==> config.mk <==
export PLATFORM = sky130hd
export DESIGN_NAME = song_scorer_flat
export DESIGN_NICKNAME = d
export VERILOG_FILES = /design/src/rtl/song_scorer_pkg.sv /design/src/rtl/song_scorer_if.sv /design/src/rtl/song_scorer_score_accum.sv /design/src/rtl/song_scorer.sv /design/src/flat_wrapper.sv
export SDC_FILE = /design/constraint.sdc
export NUM_CORES = 1
export LEC_CHECK = 0
export BUFFER_PORTS_ARGS = -buffer_cell sky130_fd_sc_hd__buf_2
export CAP_MARGIN = 5
export CORE_MARGIN = 10
export CORE_UTILIZATION = 60
export DETAILED_ROUTE_END_ITERATION = 7
export GPL_ROUTABILITY_DRIVEN = 1
export HOLD_SLACK_MARGIN = 0.12
export PLACE_DENSITY = 0.92
export SLEW_MARGIN = 0
export SYNTH_ARGS = -nofsm -noshare
export SYNTH_HDL_FRONTEND = slang
export SYNTH_SLANG_ARGS = --single-unit
==> constraint.sdc <==
create_clock -name clk -period 7.7 [get_ports clk]
set_input_delay 0 -clock clk [delete_from_list [all_inputs] [get_ports clk]]
set_output_delay 0 -clock clk [all_outputs]
set_load 0.01 [all_outputs]
==> src/rtl/song_scorer_pkg.sv <==
// Shared constants for the study-mode note path: field widths, judgement
// encodings and the scorer state type, so ROM, LED path and scorer agree.
package song_scorer_pkg;

  localparam int unsigned SS_CNT_BITS   = 7;
  localparam int unsigned SS_OCT_BITS   = 3;
  localparam int unsigned SS_NOTE_BITS  = 3;
  localparam int unsigned SS_LEN_BITS   = 3;
  localparam int unsigned SS_SCORE_BITS = 10;

  typedef enum logic [1:0] {
    RES_MISS    = 2'b00,
    RES_GOOD    = 2'b01,
    RES_PERFECT = 2'b10
  } result_e;

  typedef enum logic [1:0] {
    ST_IDLE,
    ST_WAIT,
    ST_JUDGE,
    ST_DONE
  } state_e;

  // Points awarded for one judgement.
  function automatic logic [1:0] result_points(input result_e r);
    case (r)
      RES_PERFECT: result_points = 2'd2;
      RES_GOOD:    result_points = 2'd1;
      default:     result_points = 2'd0;
    endcase
  endfunction

endpackage

==> src/rtl/song_scorer_if.sv <==
// Scorer bus: mode enable, song ROM lookup, user hit input and judgement
// outputs. slave = the scorer, master = whatever drives it.
interface song_scorer_if
  import song_scorer_pkg::*;
#(
  parameter int unsigned CNT_BITS   = SS_CNT_BITS,
  parameter int unsigned OCT_BITS   = SS_OCT_BITS,
  parameter int unsigned NOTE_BITS  = SS_NOTE_BITS,
  parameter int unsigned LEN_BITS   = SS_LEN_BITS,
  parameter int unsigned SCORE_BITS = SS_SCORE_BITS
) ();

  logic                  en;
  logic [CNT_BITS-1:0]   track;
  logic [OCT_BITS-1:0]   goal_octave;
  logic [NOTE_BITS-1:0]  goal_note;
  logic [LEN_BITS-1:0]   goal_length;
  logic                  hit_valid;
  logic [OCT_BITS-1:0]   hit_octave;
  logic [NOTE_BITS-1:0]  hit_note;
  logic [CNT_BITS-1:0]   cnt;
  logic                  result_valid;
  logic [1:0]            result;
  logic [SCORE_BITS-1:0] score;
  logic [SCORE_BITS-1:0] combo;
  logic [SCORE_BITS-1:0] max_combo;
  logic                  done;

  modport slave (
    input  en, track, goal_octave, goal_note, goal_length,
           hit_valid, hit_octave, hit_note,
    output cnt, result_valid, result, score, combo, max_combo, done
  );

  modport master (
    output en, track, goal_octave, goal_note, goal_length,
           hit_valid, hit_octave, hit_note,
    input  cnt, result_valid, result, score, combo, max_combo, done
  );

endinterface

==> src/rtl/song_scorer_score_accum.sv <==
// Saturating score / combo / best-combo accumulator, updated once per
// judgement pulse and cleared at the start of a run.
module song_scorer_score_accum
  import song_scorer_pkg::*;
#(
  parameter int unsigned SCORE_BITS = SS_SCORE_BITS
) (
  input  logic                  clk,
  input  logic                  rst,
  input  logic                  clear,
  input  logic                  result_valid,
  input  result_e               result,
  output logic [SCORE_BITS-1:0] score,
  output logic [SCORE_BITS-1:0] combo,
  output logic [SCORE_BITS-1:0] max_combo
);

  logic [SCORE_BITS:0]   score_sum;
  logic [SCORE_BITS-1:0] score_n;
  logic [SCORE_BITS-1:0] combo_n;
  logic [SCORE_BITS-1:0] max_n;

  // Next values with saturation at all-ones.
  always_comb begin
    score_sum = {1'b0, score} + (SCORE_BITS + 1)'(result_points(result));
    score_n   = score_sum[SCORE_BITS] ? '1 : score_sum[SCORE_BITS-1:0];
    if (result == RES_MISS) combo_n = '0;
    else if (&combo)        combo_n = combo;
    else                    combo_n = combo + SCORE_BITS'(1);
    max_n = (combo_n > max_combo) ? combo_n : max_combo;
  end

  // Commit on each judgement; run start wipes the tallies.
  always_ff @(posedge clk or posedge rst) begin
    if (rst) begin
      score     <= '0;
      combo     <= '0;
      max_combo <= '0;
    end else if (clear) begin
      score     <= '0;
      combo     <= '0;
      max_combo <= '0;
    end else if (result_valid) begin
      score     <= score_n;
      combo     <= combo_n;
      max_combo <= max_n;
    end
  end

endmodule

==> src/rtl/song_scorer.sv <==
// Study-mode judge: walks the song's goal notes by index, judges the first
// user hit (or a timeout) against each note and tracks score and combo.
module song_scorer
  import song_scorer_pkg::*;
#(
  parameter int unsigned CNT_BITS      = SS_CNT_BITS,
  parameter int unsigned OCT_BITS      = SS_OCT_BITS,
  parameter int unsigned NOTE_BITS     = SS_NOTE_BITS,
  parameter int unsigned LEN_BITS      = SS_LEN_BITS,
  parameter int unsigned UNIT_TICKS    = 25000000,
  parameter int unsigned PERFECT_TICKS = 12500000,
  parameter int unsigned TIMER_BITS    = 28,
  parameter int unsigned SCORE_BITS    = SS_SCORE_BITS
) (
  input  logic         clk,
  input  logic         rst,
  song_scorer_if.slave bus
);

  state_e                state;
  logic [CNT_BITS-1:0]   cnt_q;
  logic [TIMER_BITS-1:0] timer;
  result_e               result_q;
  logic                  result_valid_q;
  logic                  done_q;

  logic [OCT_BITS-1:0]   goal_oct;
  logic [NOTE_BITS-1:0]  goal_nt;
  logic [LEN_BITS-1:0]   goal_len;
  logic [LEN_BITS-1:0]   len_eff;
  logic [TIMER_BITS-1:0] deadline;
  logic                  at_deadline;
  logic                  is_rest;
  logic                  last_note;
  result_e               hit_res;
  logic                  start;

  assign goal_oct = bus.goal_octave;
  assign goal_nt  = bus.goal_note;
  assign goal_len = bus.goal_length;

  // Deadline and hit judgement for the goal note currently addressed.
  always_comb begin
    len_eff     = (goal_len == '0) ? LEN_BITS'(1) : goal_len;
    deadline    = TIMER_BITS'(len_eff) * TIMER_BITS'(UNIT_TICKS);
    at_deadline = (timer == deadline - TIMER_BITS'(1));
    is_rest     = (goal_nt == '0);
    last_note   = (cnt_q == bus.track);
    hit_res     = RES_MISS;
    if (bus.hit_octave == goal_oct && bus.hit_note == goal_nt)
      hit_res = (timer <= TIMER_BITS'(PERFECT_TICKS)) ? RES_PERFECT : RES_GOOD;
  end

  assign start = (state == ST_IDLE) && bus.en;

  // Scoring FSM; en low from any state parks it in IDLE with tallies kept.
  always_ff @(posedge clk or posedge rst) begin
    if (rst) begin
      state          <= ST_IDLE;
      cnt_q          <= '0;
      timer          <= '0;
      result_q       <= RES_MISS;
      result_valid_q <= 1'b0;
      done_q         <= 1'b0;
    end else if (!bus.en) begin
      state          <= ST_IDLE;
      timer          <= '0;
      result_valid_q <= 1'b0;
      done_q         <= 1'b0;
    end else begin
      case (state)
        ST_IDLE: begin
          cnt_q    <= '0;
          timer    <= '0;
          result_q <= RES_MISS;
          state    <= ST_WAIT;
        end
        ST_WAIT: begin
          timer <= timer + TIMER_BITS'(1);
          if (!is_rest) begin
            // A hit wins over a timeout landing in the same cycle.
            if (bus.hit_valid) begin
              result_q       <= hit_res;
              result_valid_q <= 1'b1;
              state          <= ST_JUDGE;
            end else if (at_deadline) begin
              result_q       <= RES_MISS;
              result_valid_q <= 1'b1;
              state          <= ST_JUDGE;
            end
          end else if (at_deadline) begin
            if (last_note) begin
              state  <= ST_DONE;
              done_q <= 1'b1;
            end else begin
              cnt_q <= cnt_q + CNT_BITS'(1);
              timer <= '0;
            end
          end
        end
        ST_JUDGE: begin
          result_valid_q <= 1'b0;
          if (last_note) begin
            state  <= ST_DONE;
            done_q <= 1'b1;
          end else begin
            cnt_q <= cnt_q + CNT_BITS'(1);
            timer <= '0;
            state <= ST_WAIT;
          end
        end
        default: begin
          state <= ST_DONE;
        end
      endcase
    end
  end

  song_scorer_score_accum #(
    .SCORE_BITS(SCORE_BITS)
  ) u_accum (
    .clk          (clk),
    .rst          (rst),
    .clear        (start),
    .result_valid (result_valid_q),
    .result       (result_q),
    .score        (bus.score),
    .combo        (bus.combo),
    .max_combo    (bus.max_combo)
  );

  assign bus.cnt          = cnt_q;
  assign bus.result       = result_q;
  assign bus.result_valid = result_valid_q;
  assign bus.done         = done_q;

endmodule

==> src/flat_wrapper.sv <==
// flat-port wrapper written by rule: the top's interface ports become plain ports
module song_scorer_flat import song_scorer_pkg::*;
#(
  parameter int unsigned CNT_BITS      = SS_CNT_BITS,
  parameter int unsigned OCT_BITS      = SS_OCT_BITS,
  parameter int unsigned NOTE_BITS     = SS_NOTE_BITS,
  parameter int unsigned LEN_BITS      = SS_LEN_BITS,
  parameter int unsigned UNIT_TICKS    = 25000000,
  parameter int unsigned PERFECT_TICKS = 12500000,
  parameter int unsigned TIMER_BITS    = 28,
  parameter int unsigned SCORE_BITS    = SS_SCORE_BITS
)
  (clk, rst, bus_en, bus_track, bus_goal_octave, bus_goal_note, bus_goal_length, bus_hit_valid, bus_hit_octave, bus_hit_note, bus_cnt, bus_result_valid, bus_result, bus_score, bus_combo, bus_max_combo, bus_done);
  song_scorer_if #(.CNT_BITS(CNT_BITS), .OCT_BITS(OCT_BITS), .NOTE_BITS(NOTE_BITS), .LEN_BITS(LEN_BITS), .SCORE_BITS(SCORE_BITS)) bus_i ();
  input  logic clk;
  input  logic rst;
  input wire logic [$bits(bus_i.en)-1:0] bus_en;
  input wire logic [$bits(bus_i.track)-1:0] bus_track;
  input wire logic [$bits(bus_i.goal_octave)-1:0] bus_goal_octave;
  input wire logic [$bits(bus_i.goal_note)-1:0] bus_goal_note;
  input wire logic [$bits(bus_i.goal_length)-1:0] bus_goal_length;
  input wire logic [$bits(bus_i.hit_valid)-1:0] bus_hit_valid;
  input wire logic [$bits(bus_i.hit_octave)-1:0] bus_hit_octave;
  input wire logic [$bits(bus_i.hit_note)-1:0] bus_hit_note;
  output wire logic [$bits(bus_i.cnt)-1:0] bus_cnt;
  output wire logic [$bits(bus_i.result_valid)-1:0] bus_result_valid;
  output wire logic [$bits(bus_i.result)-1:0] bus_result;
  output wire logic [$bits(bus_i.score)-1:0] bus_score;
  output wire logic [$bits(bus_i.combo)-1:0] bus_combo;
  output wire logic [$bits(bus_i.max_combo)-1:0] bus_max_combo;
  output wire logic [$bits(bus_i.done)-1:0] bus_done;
  assign bus_i.en = bus_en;
  assign bus_i.track = bus_track;
  assign bus_i.goal_octave = bus_goal_octave;
  assign bus_i.goal_note = bus_goal_note;
  assign bus_i.goal_length = bus_goal_length;
  assign bus_i.hit_valid = bus_hit_valid;
  assign bus_i.hit_octave = bus_hit_octave;
  assign bus_i.hit_note = bus_hit_note;
  assign bus_cnt = bus_i.cnt;
  assign bus_result_valid = bus_i.result_valid;
  assign bus_result = bus_i.result;
  assign bus_score = bus_i.score;
  assign bus_combo = bus_i.combo;
  assign bus_max_combo = bus_i.max_combo;
  assign bus_done = bus_i.done;
  song_scorer #(.CNT_BITS(CNT_BITS), .OCT_BITS(OCT_BITS), .NOTE_BITS(NOTE_BITS), .LEN_BITS(LEN_BITS), .UNIT_TICKS(UNIT_TICKS), .PERFECT_TICKS(PERFECT_TICKS), .TIMER_BITS(TIMER_BITS), .SCORE_BITS(SCORE_BITS)) u_core (.clk(clk), .rst(rst), .bus(bus_i));
endmodule
# Word-level counts from Yosys, hierarchy flattened
# Cells that the tools add are included.
[op_classes]
addsub = 5
multipliers = 1
n_eq_ne = 21
n_reduce_logical = 18
n_lt_le_gt_ge = 2
n_mux = 46
[op_table]
columns = ["op", "n"]
rows = [
  ["$mux W28", 5],
  ["$mux W10", 10],
  ["$pmux W28 S3", 1],
  ["$add A28 B1 Y28 const B", 1],
  ["$eq A28 B28 Y1", 1],
  ["$le A28 B24 Y1 const B", 1],
  ["$sub A28 B1 Y28 const B", 1],
  ["$mux W2", 12],
  ["$mul A3 B19 Y22 const B", 1],
  ["$mux W7", 3],
  ["$pmux W7 S3", 1],
  ["$add A10 B2 Y11", 1],
  ["$add A10 B1 Y10 const B", 1],
  ["$gt A10 B10 Y1", 1],
  ["$reduce_and A10 Y1", 1],
  ["$ne A3 B2 Y1 const B", 3],
  ["$reduce_and A3 Y1", 3],
  ["$mux W1", 8],
  ["$ne A4 B3 Y1 const B", 2],
  ["$pmux W2 S2", 2],
  ["$reduce_and A4 Y1", 2],
  ["$add A7 B1 Y7 const B", 1],
  ["$eq A7 B7 Y1", 1],
  ["$eq A3 B3 Y1", 2],
  ["other kinds (17)", 28],
]
[totals]
reg_bits = 71
input_bits = 26
out_inout_bits = 41
word_cells = 102

# Depth between registers and ports, before layout
[depth]
ltp_word = 10
mapped_depth = 20
mapped_depth_nobuf = 17

# By module
# From an unflattened synthesis, not the netlist that was laid out.
[hier_totals]
cells_unflattened = 705
area_unflattened_um2 = 5955.7
[by_module_without_submodules]
columns = ["mod", "cells_per_inst", "n_inst", "area_each_um2", "seq_area_each_um2"]
rows = [
  ["song_scorer", 484, 1, 3890.0, 1026.0],
  ["song_scorer_score_accum", 221, 1, 2065.7, 750.7],
]

# Least setup slack after synthesis
# OpenSTA, ideal clock, no wires.
[synth_path]
kind = "in2reg"
startpoint = "input port bus_goal_length[2]"
endpoint = "register u_core.cnt_q[4] (netlist: u_core.bus.cnt[4])"
stages = 18
arrival_ps = 5020
setup_time_ps = 69
t_required_ps = 7631
path_slack_ps = 2611
cell_sequence = "clkbuf_1 > inv_1 > ha_1 > ha_1 > ha_1 > inv_1 > fa_1 > or2b_2 > a221o_1 > a221oi_4 > nor2_2 > or4_4 > a2111oi_4 > nand4_2 > nor4b_4 > o21ai_4 > or4b_1 > nand3_1"
[synth_via]
elab_chain_cells = 7
[synth_lines]
columns = ["item", "line_no", "source"]
rows = [
  ["start, declared", "flat_wrapper.sv:21", "input wire logic [$bits(bus_i.goal_length)-1:0] bus_goal_length;"],
  ["$logic_not A3 Y1", "song_scorer.sv:44", "len_eff = (goal_len == '0) ? LEN_BITS'(1) : goal_len;"],
  ["$mux W3 *", "song_scorer.sv:44", ""],
  ["$mul A3 B19 Y22 *", "song_scorer.sv:45", "deadline = TIMER_BITS'(len_eff) * TIMER_BITS'(UNIT_TICKS);"],
  ["$sub A28 B1 Y28 *", "song_scorer.sv:46", "at_deadline = (timer == deadline - TIMER_BITS'(1));"],
  ["$eq A28 B28 Y1 *", "song_scorer.sv:46", ""],
  ["$ne A2 B1 Y1 (no line) *", "--", ""],
  ["$reduce_and A4 Y1 (no line) *", "--", ""],
  ["end signal, assigned", "song_scorer.sv:96", "cnt_q <= cnt_q + CNT_BITS'(1);"],
  ["end signal, assigned", "song_scorer.sv:107", "cnt_q <= cnt_q + CNT_BITS'(1);"],
  ["end, declared", "song_scorer.sv:21", "logic [CNT_BITS-1:0] cnt_q;"],
]
# Mark *: on every way between the ends. The rest lies on a longest branch, timed or not.
# A chain may end at the register's enable or synchronous reset.

# Worst setup path after layout
[layout_path]
startpoint = "input port bus_goal_length[1]"
endpoint = "register u_core.cnt_q[2] (netlist: u_core.bus.cnt[2])"
# Same word-level chain as after synthesis.

==> impl_metrics.env <==
export IMPL_layout_nets=839
export IMPL_cts_hold_repair_buffers=2
export IMPL_yosys_warnings=0
export IMPL_worst_slew_slack_as_a_fraction_of_its_limit_pct=19.9
export IMPL_globalRouteTotalUtil_pct=21.2
export IMPL_period_share_pct=69.6
export IMPL_ctsHtreeMaxLevel=3
export IMPL_synth_top_area_share_pct=29.0
export IMPL_detail_route_wirelength_mm=16.0
export IMPL_grt_ovfl_total=0
export IMPL_cts_root_to_sink_buffers=2
export IMPL_netlist_top_cell_by_area="sky130_fd_sc_hd__dfrtp_1"
export IMPL_numPortBuffers=66
export IMPL_nets_in_the_synthesized_netlist=793
export IMPL_hold_path_class="input pin to flop"
export IMPL_routedWlPerCell_um=17.5
export IMPL_crit_path_cell_trace="buf_2 > inv_1 > ha_1 > ha_1 > ha_1 > inv_1 > fa_1 > or2b_2 > a221o_1 > a221oi_4 > nor2_2 > or4_4 > a2111oi_4 > nand4_2 > nor4b_4 > o211ai_1 > o221ai_1 > o31ai_1"
export IMPL_synth_avg_cell_area_um2=8.40
export IMPL_final_ant_viol_nets=0
export IMPL_max_cap_violations=0
export IMPL_globalplace_congestion=0.997
export IMPL_seqPwrFrac_pct=35.9
export IMPL_die_width_um=121
export IMPL_drive_gt1_share_pct=15.5
export IMPL_yosys_cell_types_count=85
export IMPL_fmax_ghz=0.187
export IMPL_effective_utilization_at_floorplan_pct=62.1
export IMPL_number_of_storage_elements_in_the_synthesis_netlist=71
export IMPL_outcome="complete, no violations"
export IMPL_timing_hold_violations_final=0
export IMPL_ir_drop_uv=103
export IMPL_ys_top_cells_by_area="sky130_fd_sc_hd__dfrtp_1, sky130_fd_sc_hd__ha_1, sky130_fd_sc_hd__mux2i_1"
export IMPL_synth_seq_area_share_pct=29.0
export IMPL_cts_setup_buffers=0
export IMPL_report_power_total_uw=1190
export IMPL_grt_pass1_wl_mm=26.5
export IMPL_tritoncts_clock_tree="yes"
export IMPL_cts_buffers_inserted=9
export IMPL_synth_most_common_cell="sky130_fd_sc_hd__nand2_1"
export IMPL_layout_setup_ws_ns=2.34
export IMPL_worst_setup_hold_path_clk_slew_ns=0.09
export IMPL_total_switching_power_uw=500
export IMPL_cts_root_buf="sky130_fd_sc_hd__clkbuf_8"
export IMPL_power_per_cell_area_nw_per_um2=179
export IMPL_timing_critical_path_fanout_max=10
export IMPL_die_height_um=121
export IMPL_filler_cell_count=760
export IMPL_syn_std_cell_area_um2=6130
export IMPL_timing_setup_critical_path_class="input pin to flop"
export IMPL_rsz0062_at_grt="no"
export IMPL_cpPeakStageDelay_ns=0.68
export IMPL_synthTopCellsByCount="sky130_fd_sc_hd__nand2_1, sky130_fd_sc_hd__dfrtp_1, sky130_fd_sc_hd__nor2_1"
export IMPL_measured_slew_at_the_worst_slew_check_pin_ns=1.20
export IMPL_synth_edf_count=0
export IMPL_antennaDiodeCount=0
export IMPL_ioPinCount=67
export IMPL_clock_net_sink_count=71
export IMPL_row_count=36
export IMPL_p_int_uw=688
export IMPL_crit_path_most_repeated_cell="sky130_fd_sc_hd__ha_1"
export IMPL_detailedPlace_worstSlack_ns=2.05
export IMPL_dr_first_iter_drc_count=787
export IMPL_synth_flop_cell="sky130_fd_sc_hd__dfrtp_1"
export IMPL_maximum_number_of_pins_on_one_net_before_global_route_repair=72
export IMPL_critical_path_data_required_time_ns=7.92
export IMPL_async_flop_share_pct=100
export IMPL_route_detailed_vias_per_inst=6.43
export IMPL_timing_critical_path_slowest_stage_cell="sky130_fd_sc_hd__nor4b_4"
export IMPL_report_final_slew_viol_count=0
export IMPL_power_switching_share_pct=42.1
export IMPL_num_vias=5876
export IMPL_combinationalPowerShare_pct=39.8
export IMPL_area_growth_synth_to_final_pct=8.49
export IMPL_worst_endpoint_arrival_ns=5.58
export IMPL_remaining_drc_errors=0
export IMPL_critPathTopFamily="compound AO/OA/AOI/OAI gates"
export IMPL_cellLeakagePower_uw=0.00303
export IMPL_vias_in_the_first_global_route=5551
export IMPL_detailedPlacementHpwl_mm=11.9
export IMPL_tns_ns=0
export IMPL_final_setup_skew_ns=0.0207
export IMPL_dieArea_um2=14700
export IMPL_cp_end_kind="flop"
export IMPL_antenna_violations_before_repair=0
export IMPL_crit_path_start_kind="input pin"
export IMPL_cts_repair_resized=0
export IMPL_core_region_area_um2=9860
export IMPL_clock_power_share_pct=24.3
export IMPL_synthesis_instances=730
export IMPL_setup_failing_eps_final=0
export IMPL_dr_pass1_iters=7
export IMPL_clock_latency_late_sink_ns=0.36
export IMPL_cp_buffers_inverters=3
export IMPL_period_needed_ns=5.36
export IMPL_whs_ns=0.173
through the flow:
stage          util (%)  std cells  cell area, um2
5_1_grt            67.4        914            6650
4_1_cts            67.4        914            6650
2_1_floorplan         -        730            6130
3_5_place_dp       65.3        896            6440
3_3_place_gp       65.3        896            6440
6_report           67.4        914            6650
worst paths after layout:
kind,cells after the start,from,slack (ns),endpoint
hold / removal,5,bus_hit_valid,0.17,u_core.state[1]
setup / recovery,18,bus_goal_length[1],2.34,u_core.bus.cnt[2]
setup reg to reg,14,u_core.u_accum.combo[3],3.42,u_core.u_accum.max_combo[0]
hold reg to reg,1,u_core.bus.done,0.49,u_core.bus.done
min in group asynchronous,4,rst,0.44,u_core.u_accum.combo[6]
max in group asynchronous,4,rst,6.64,u_core.timer[11]
area by class of cell:
| type | instances | area (um2) | area share (%) |
|---|---|---|---|
| Multi-Input combinational cell | 585 | 4010 | 60.3 |
| Tap cell | 133 | 166 | 2.50 |
| Timing Repair Buffer | 70 | 365 | 5.49 |
| Inverter | 39 | 146 | 2.20 |
| Sequential cell | 71 | 1780 | 26.7 |
| Clock buffer | 9 | 124 | 1.86 |
| Clock inverter | 7 | 61.3 | 0.922 |
metal layers:
metal | track usage [%] | share of wire, % | up-vias
met3 | 3.77 | 8.0 | 44
li1 | - | - | 2733
met4 | 7.01 | 2.3 | 0
met1 | 26.3 | 41 | 2802
met5 | 0 | 0 | -
met2 | 36.2 | 49 | 297
state kept, by name, summed over array words and instances (netlist names):
name	flops
u_core.bus.result_valid	1
u_core.state	2
u_core.u_accum.score	10
u_core.u_accum.max_combo	10
u_core.bus.result	2
u_core.timer	28
u_core.bus.done	1
u_core.bus.cnt	7
u_core.u_accum.combo	10
cell usage in the layout, fill, tap and decap left out, types with 15 or more instances in the layout:
cell type / count
sky130_fd_sc_hd__mux2i_1: 32
sky130_fd_sc_hd__o21ai_0: 45
sky130_fd_sc_hd__nand2_1: 74
sky130_fd_sc_hd__dfrtp_1: 71
sky130_fd_sc_hd__ha_1: 35
sky130_fd_sc_hd__nor3_1: 19
sky130_fd_sc_hd__a31oi_1: 15
sky130_fd_sc_hd__and3_1: 22
sky130_fd_sc_hd__buf_2: 66
sky130_fd_sc_hd__a21oi_1: 29
sky130_fd_sc_hd__nand3_1: 34
sky130_fd_sc_hd__xor2_1: 17
sky130_fd_sc_hd__xnor2_1: 26
sky130_fd_sc_hd__inv_1: 38
sky130_fd_sc_hd__nor2_1: 62
worst register-to-register path, delay by kind of cell, from the launching register on:
family                     cells  cell delay [ns]
DFF                            1             0.46
AOI/OAI and AO/OA              3             0.67
and+or+nand+nor                9             2.52
adders and majority gates      1             0.18
muxes                          1             0.29
cells by family (layout without fill, tap and decap cells):
logic type	after synthesis	after routing	synth area share [%]
AO/OA/AOI/OAI	166	166	19.0
XOR/XNOR	45	45	6.92
adder cells (fa/ha/maj)	37	37	7.80
buffers and inverters	74	125	5.59
flip-flops	71	71	29.0
multiplexers	34	34	5.59
AND/OR/NAND/NOR	303	303	26.1
power by group through the flow:
stage | clock, uW | combinational (uW) | sequential [uW]
finish | 289 | 473 | 426
CTS | 292 | 464 | 425
global placement | 0 | 440 | 429
floorplan | 0 | 377 | 421
detailed placement | 0 | 460 | 432
global route | 306 | 518 | 430
Power figures use the tool's default switching activity.
